## config.mk

```make
export PLATFORM = sky130hd
export DESIGN_NAME = majority_vote_sequencer
export DESIGN_NICKNAME = d
export VERILOG_FILES = /design/src/rtl/maj_vote_pkg.sv /design/src/rtl/maj5.sv /design/src/rtl/majority_vote_sequencer.sv
export SDC_FILE = /design/constraint.sdc
export NUM_CORES = 1
export LEC_CHECK = 0
export ABC_CLOCK_PERIOD_IN_PS = 8200
export CAP_MARGIN = 0
export CORE_AREA = 8 8 128 130
export DETAILED_ROUTE_END_ITERATION = 10
export DIE_AREA = 0 0 136 138
export HOLD_SLACK_MARGIN = 0.06
export PLACE_DENSITY_LB_ADDON = 0.15
export SYNTH_ARGS = -nofsm -noshare
export SYNTH_HDL_FRONTEND = slang
export SYNTH_SLANG_ARGS = --single-unit
```

## constraint.sdc

```tcl
create_clock -name clk -period 8.2 [get_ports clk]
set_input_delay 2.46 -clock clk [delete_from_list [all_inputs] [get_ports clk]]
set_output_delay 2.46 -clock clk [all_outputs]
set_load 0.03 [all_outputs]
```

## src/rtl/maj_vote_pkg.sv

```systemverilog
// maj_vote_pkg: shared FSM state type and voting constants for the majority vote sequencer
package maj_vote_pkg;
  typedef enum logic [1:0] {IDLE, VOTE, OUT} state_t;
  localparam int NUM_REPLICAS = 5;
  localparam int MAJ_THRESHOLD = 3;
endpackage

```

## src/rtl/maj5.sv

```systemverilog
// maj5: combinational 5-input 1-bit majority (bits -> maj)
module maj5
  import maj_vote_pkg::*;
(
  input  logic [NUM_REPLICAS-1:0] bits,
  output logic                    maj
);
  logic [2:0] sum;
  always_comb begin
    sum = 3'(bits[0]) + 3'(bits[1]) + 3'(bits[2]) + 3'(bits[3]) + 3'(bits[4]);
    maj = sum >= 3'(MAJ_THRESHOLD);
  end
endmodule

```

## src/rtl/majority_vote_sequencer.sv

```systemverilog
// majority_vote_sequencer: slice-serial 5-replica majority voter with valid/ready handshakes and saturating per-replica error counters
module majority_vote_sequencer
  import maj_vote_pkg::*;
#(
  parameter int WIDTH = 16,
  parameter int SLICE = 4,
  parameter int CNT_W = 8
) (
  input  logic                            clk,
  input  logic                            rst,
  input  logic                            in_valid,
  output logic                            in_ready,
  input  logic [NUM_REPLICAS*WIDTH-1:0]   in_data,
  output logic                            out_valid,
  input  logic                            out_ready,
  output logic [WIDTH-1:0]                out_data,
  output logic [NUM_REPLICAS-1:0]         out_mask,
  output logic                            out_fault,
  input  logic                            clr_cnt,
  output logic [NUM_REPLICAS*CNT_W-1:0]   err_cnt
);
  localparam int NS = WIDTH / SLICE;
  localparam int IDX_W = NS > 1 ? $clog2(NS) : 1;
  state_t state;
  logic [IDX_W-1:0] idx;
  logic [WIDTH-1:0] word [NUM_REPLICAS];
  logic [WIDTH-1:0] vote_acc, vote_next;
  logic [NUM_REPLICAS-1:0] mask_acc, slice_diff;
  logic [CNT_W-1:0] cnt [NUM_REPLICAS];
  logic [SLICE-1:0] rep_slice [NUM_REPLICAS];
  logic [SLICE-1:0] voted;
  logic last;
  for (genvar r = 0; r < NUM_REPLICAS; r++) begin : g_rep
    assign rep_slice[r] = word[r][idx*SLICE +: SLICE];
    assign slice_diff[r] = rep_slice[r] != voted;
    assign err_cnt[r*CNT_W +: CNT_W] = cnt[r];
  end
  for (genvar b = 0; b < SLICE; b++) begin : g_maj
    maj5 u_maj5 (
      .bits({rep_slice[4][b], rep_slice[3][b], rep_slice[2][b], rep_slice[1][b], rep_slice[0][b]}),
      .maj (voted[b])
    );
  end
  always_comb begin
    vote_next = vote_acc;
    vote_next[idx*SLICE +: SLICE] = voted;
    last = idx == IDX_W'(NS - 1);
    in_ready = state == IDLE && !rst;
    out_fault = |out_mask;
  end
  always_ff @(posedge clk) begin
    if (rst) begin
      state <= IDLE;
      idx <= '0;
      out_valid <= 1'b0;
      out_data <= '0;
      out_mask <= '0;
      vote_acc <= '0;
      mask_acc <= '0;
      for (int r = 0; r < NUM_REPLICAS; r++) begin
        word[r] <= '0;
        cnt[r] <= '0;
      end
    end else begin
      case (state)
        IDLE: if (in_valid) begin
          for (int r = 0; r < NUM_REPLICAS; r++) word[r] <= in_data[r*WIDTH +: WIDTH];
          mask_acc <= '0;
          idx <= '0;
          state <= VOTE;
        end
        VOTE: begin
          vote_acc <= vote_next;
          mask_acc <= mask_acc | slice_diff;
          idx <= last ? '0 : idx + 1'b1;
          if (last) begin
            out_data <= vote_next;
            out_mask <= mask_acc | slice_diff;
            out_valid <= 1'b1;
            state <= OUT;
          end
        end
        OUT: if (out_ready) begin
          out_valid <= 1'b0;
          state <= IDLE;
        end
        default: state <= IDLE;
      endcase
      for (int r = 0; r < NUM_REPLICAS; r++)
        cnt[r] <= clr_cnt ? '0 :
                  (state == OUT && out_ready && out_mask[r] && cnt[r] != '1) ? cnt[r] + 1'b1 : cnt[r];
    end
  end
endmodule
```

# Yosys cells after proc, flatten, opt, wreduce, memory -nomap -nowiden
# Memory sizes are Yosys's and may differ from the RTL's.
# Index checks and enable logic that the tools add are counted.
[word_totals] ramBits=120 elab_cells=131 memories=2 reg_bits=47
[memory_table] name="word" words=5 word_bits=16 rd=5 rd_ports_with_merged_regs=0 write_ports=5 line_no="majority_vote_sequencer.sv:26" text="logic [WIDTH-1:0] word [NUM_REPLICAS];"
[memory_table] name="cnt" words=5 word_bits=8 rd=5 rd_ports_with_merged_regs=0 write_ports=5 line_no="majority_vote_sequencer.sv:29" text="logic [CNT_W-1:0] cnt [NUM_REPLICAS];"
[op_classes] muxes=40 shift=7 n_bitwise=11 magnitude_cmp=4 n_reduce_logical=21 n_eq_ne=16 addsub=23
[op_table] operator="two-way mux 8 bit" count=15
[op_table] operator="two-way mux 16 bit" count=5
[op_table] operator="variable part select 16 x 5 -> 4 bit" count=5
[op_table] operator="adder 8 x 1 -> 8 bit (second input constant)" count=5
[op_table] operator="inequality test 8 bit (second input constant)" count=5
[op_table] operator="adder 3 x 1 -> 3 bit" count=12
[op_table] operator="negator 4 -> 34 bit" count=1
[op_table] operator="variable shift 4 x 34 -> 16 bit (first input constant)" count=1
[op_table] operator="variable part select 4 x 34 -> 16 bit" count=1
[op_table] operator="inequality test 4 bit" count=5
[op_table] operator="bitwise mux 16 bit" count=1
[op_table] operator=">= comparator 3 x 2 -> 1 bit (second input constant)" count=4
[op_table] operator="logical AND 1 bit" count=12
[op_table] operator="two-way mux 2 bit" count=5
[op_table] operator="bitwise OR 1 bit" count=10
[op_table] operator="one-hot mux 5 bit (2 select lines)" count=1
[op_table] operator="two-way mux 1 bit" count=9
[op_table] operator="adder 1 x 1 -> 2 bit" count=4
[op_table] operator="inequality test 2 bit (second input constant)" count=3
[op_table] operator="one-hot mux 2 bit (3 select lines)" count=1
[op_table] operator="AND reduction 3 bit" count=2
[op_table] operator="two-way mux 5 bit" count=1
[op_table] operator="bitwise OR 5 bit" count=1
[op_table] operator="OR reduction 5 bit" count=1
[op_table] operator="9 further kinds" count=12

# Logic depth before layout (Yosys ltp)
# An unclocked memory read counts as a cell.
[depth] ltp_word=10 ltp_mapped=14 ltp_nobuf=11

# By module
# Synthesis repeated with hierarchy kept, for this count alone.
[unflattened] hier_cells=733 hier_area_um2=8124.0
[modules_own_cells] module="majority_vote_sequencer" n_inst=1 area_each_um2=7768.7 cells_each=697 seq_area_each_um2=4144.0
[modules_own_cells] module="maj5" n_inst=4 area_each_um2=88.8 cells_each=9 seq_area_each_um2=0.0

# Least setup slack after synthesis
# OpenSTA, ideal clock, no wires.
[synth_timing] path_type="input to output" from="input port rst" to="output port in_ready" path_buffers=2 path_stages=3 required_time_ns=5.740 setup_slack_ns=2.220 arrival_time_ns=3.520 path_cell_list="clkbuf_1 > nor3_1 > clkbuf_1"
[synth_via] elab_chain_cells=2
[synth_rtl] item="start: declaration" line_no="majority_vote_sequencer.sv:10" text="input logic rst,"
[synth_rtl] item="logical NOT 1 bit" line_no="majority_vote_sequencer.sv:48" text="in_ready = state == IDLE && !rst;"
[synth_rtl] item="logical AND 1 bit" line_no="majority_vote_sequencer.sv:48"
[synth_rtl] item="end: declaration" line_no="majority_vote_sequencer.sv:12" text="output logic in_ready,"
# Every way passes these cells.

# Worst setup path after layout
# Ends and elaborated chain as after synthesis.

==> impl_metrics.tcl <==
set metrics [dict create \
    worstRegToRegCells 11 \
    yosysWarningCount 0 \
    antenna_cells 0 \
    cp-end-kind "output port" \
    relSlewSlack 0.1580 \
    synth_flop_cell "dfxtp_1" \
    cp_max_fo 2 \
    synth_edf_count 80 \
    dieArea_sq_um 18770 \
    ant_nets 0 \
    critical_path.reg2reg.endpoint "out_mask[1]$_SDFFE_PP0P_" \
    synthesis.nets 819 \
    cp.arrival_ns 3.97 \
    worstSetupPathDepth 3 \
    path_cells "clkdlybuf4s50_1, nor3_2, clkdlybuf4s50_1" \
    slowest_stage "clkdlybuf4s50_1" \
    dp_hpwl_microns 12970 \
    regToRegSetupSlack_ns 3.64 \
    holdWs_ns 0.4736 \
    startpoint "rst" \
    die_height_microns 138 \
    clk_pin_slew_ns 0.06 \
    grt_pass1_wl_microns 29220 \
    cts_num_sinks 167 \
    num_io_pins 149 \
    drive_gt1_frac 0.06880 \
    ys_ff_latch 167 \
    gp_congestion 0.8015 \
    syn2layout_area_growth_pct 26.76 \
    cts_resized 0 \
    start_kind "primary input" \
    avgSynthCellArea_sq_um 11.26 \
    period_minus_slack_ns 6.425 \
    crit_type "primary input to output port" \
    hold_path_class "register to register" \
    fillerInstances 1051 \
    initial_core_util 0.5559 \
    synthArstFlopShare 0 \
    power.density_nw_per_um2 204.1 \
    cts_tree "done" \
    dr.first_iter.drc_count 455 \
    cts_inserted_buffers 17 \
    core_sq_um 14310 \
    rsz0062_at_grt "false" \
    grt_max_degree 84 \
    clk_latency_ns 0.42 \
    ir_drop_uv 169.9 \
    routed_wl_microns 18380 \
    cp-endpoint "in_ready" \
    vias_per_cell 5.806 \
    max_stage_delay_ns 0.76 \
    cts_max_level 4 \
    antenna_found_initial 0 \
    cts_max_path_buffers 2 \
    syn_area_sq_um 7958 \
    final_cells 1027 \
    regToRegStartpoint "idx[0]$_SDFFE_PP0P_" \
    setup_tns_ns 0 \
    status "finished clean" \
    worstPathRequired_ns 5.74 \
    cts_setup_buffers 0 \
    grt_pass1_vias 5808 \
    cts-root-buf "clkbuf_16" \
    dp_cells 995 \
    num_rows 44 \
    setup_viol 0 \
    track_usage 0.1938 \
    ys_types 58 \
    synth-seq-area-share 0.5208 \
    overflow 0 \
    drcViolationCount 0 \
    port_buffers 148 \
    dr.pass1.iters 5 \
    fin_skew_ns 0.007207 \
    period_share 0.7835 \
    wl_per_cell_microns 17.89 \
    cts_hold_repair.buffers 0 \
    final_hold_viol_count 0 \
    fin_nets 942 \
    cap_viol_max_count 0 \
    die_w_microns 136 \
    slew_viol_final 0 \
    synthCells 707 \
    worstMarginPinSlew_ns 1.243 \
    num_vias 5963 \
    critPathMostFrequentCell "clkdlybuf4s50_1" \
    crit_buf_inv 2 \
    power.leakage_nw 3.968 \
    path_delay_family "buffers and inverters" \
    fmaxAchievable_ghz 0.1556 \
]
[flip-flops by register name (all words and copies together), names as in the netlist]
register,flops
idx,2
out_valid,1
out_mask,5
state,2
vote_acc,16
word,80
out_data,16
mask_acc,5
cnt,40
[worst min path at each step]
stage | from | endpoint | slack (ns) | cells past startpoint
after CTS | mask_acc[4]$_SDFFE_PP0P_ | out_mask[4]$_SDFFE_PP0P_ | 0.48 | 2
final | mask_acc[4]$_SDFFE_PP0P_ | out_mask[4]$_SDFFE_PP0P_ | 0.47 | 2
after global routing | mask_acc[4]$_SDFFE_PP0P_ | out_mask[4]$_SDFFE_PP0P_ | 0.50 | 2
after global placement | mask_acc[4]$_SDFFE_PP0P_ | out_mask[4]$_SDFFE_PP0P_ | 0.46 | 2
after detailed placement | mask_acc[0]$_SDFFE_PP0P_ | mask_acc[0]$_SDFFE_PP0P_ | 0.47 | 1
after floorplan | mask_acc[4]$_SDFFE_PP0P_ | out_mask[4]$_SDFFE_PP0P_ | 0.45 | 2
[cells in the mapped netlist, types with 4 or more instances]
cell       n  area [sq um]
nor2_1    72         270.3
edfxtp_1  80          2402
o311a_1    4         40.04
mux2i_1    6         60.06
fa_1       8         160.2
a21oi_1   29         145.1
nand3_1   11         55.05
ha_1      19         237.7
o21ai_0    4         20.02
and4_1     4         35.03
mux4_2    17         382.9
a21o_1     4         30.03
nor3_1     6         30.03
nor2b_1   17         106.4
a31oi_1    7         43.79
buf_2      5         25.02
inv_1     28         105.1
dfxtp_1   87          1742
a41o_1     6         60.06
xor2_1     5         43.79
a22o_1     4         35.03
and2_1     8         50.05
nand2b_1   5         31.28
and3_1    84         525.5
xnor2_1   32         280.3
a211oi_1  33         247.7
buf_1      6         22.52
clkbuf_1  35         131.4
nand4_1    6         37.54
nand2_1   21         78.83
nand4b_1   4         35.03
[where the power goes]
part | switching (W) | internal, W
registers | 0.0000202 | 0.000919
logic | 0.000164 | 0.000142
clock network | 0.000308 | 0.000506
total | 0.000492 | 0.00157
[worst register-to-register path: cells and delay by family (launching register included)]
family                     cells  cell delay (ns)
DFF                            1             0.92
xor gates and xnor gates       1             0.20
and+or+nand+nor                1             0.19
adders and majority gates      4             1.52
AOI/OAI and AO/OA              2             0.80
muxes                          1             0.75
buffers and inverters          2             0.09
[stage by stage]
step | setup WS [ns] | util | area [sq um] | total power (W)
6_report | 1.775 | 0.7047 | 10090 | 0.002059
5_1_grt | 1.733 | 0.7047 | 10090 | 0.002143
4_1_cts | 1.769 | 0.7047 | 10090 | 0.002074
3_5_place_dp | 1.780 | 0.6629 | 9489 | 0.001263
3_3_place_gp | 1.774 | 0.6629 | 9489 | 0.001244
2_1_floorplan | 2.220 | - | 7958 | 0.001164
[per-layer routing]
| metal | vias to the layer above | wire length (microns) | global-route usage |
|---|---|---|---|
| li1 | 2859 | - | - |
| met1 | 2901 | 7906 | 0.2401 |
| met2 | 175 | 9131 | 0.3191 |
| met3 | 28 | 997 | 0.04529 |
| met4 | 0 | 341 | 0.07577 |
| met5 | - | 0 | 0 |
[placed cells by master, fill, tap and decap left out, types with 7 or more instances in the layout]
cell type        synthesis  routed
xnor2_1                 32      32
nor2b_1                 17      16
ha_1                    19      19
clkbuf_16                0      17
dfxtp_1                 87      86
fa_1                     8       8
clkdlybuf4s50_1          0     147
a211oi_1                33      33
inv_1                   28      27
mux4_2                  17      17
edfxtp_1                80      80
a31oi_1                  7       7
nand3_1                 11      11
and2_1                   8       8
a21oi_1                 29      29
nand2_1                 21      21
and3_1                  84      84
nor2_1                  72      72
[area by class of cell]
type	count	area, sq um	share of cell area
inverter	28	105.1	0.01042
timing repair buffer	153	1514	0.1501
clock buffer	21	440.4	0.04366
clock inverter	11	157.7	0.01563
sequential	167	4145	0.4109
tap	184	230.2	0.02282
multi-input combinational	463	3495	0.3464
[logic make-up (layout without fill, tap and decap cells)]
logic type | after synthesis | in the layout | synth area share
compound gates | 118 | 118 | 0.1072
buf+inv | 77 | 213 | 0.04104
mux | 26 | 26 | 0.06557
simple gates | 255 | 255 | 0.1747
xor+xnor | 37 | 37 | 0.04072
flops | 167 | 167 | 0.5208
fa+ha+maj | 27 | 27 | 0.05000
Note: power is estimated with default switching activity, not from simulation.
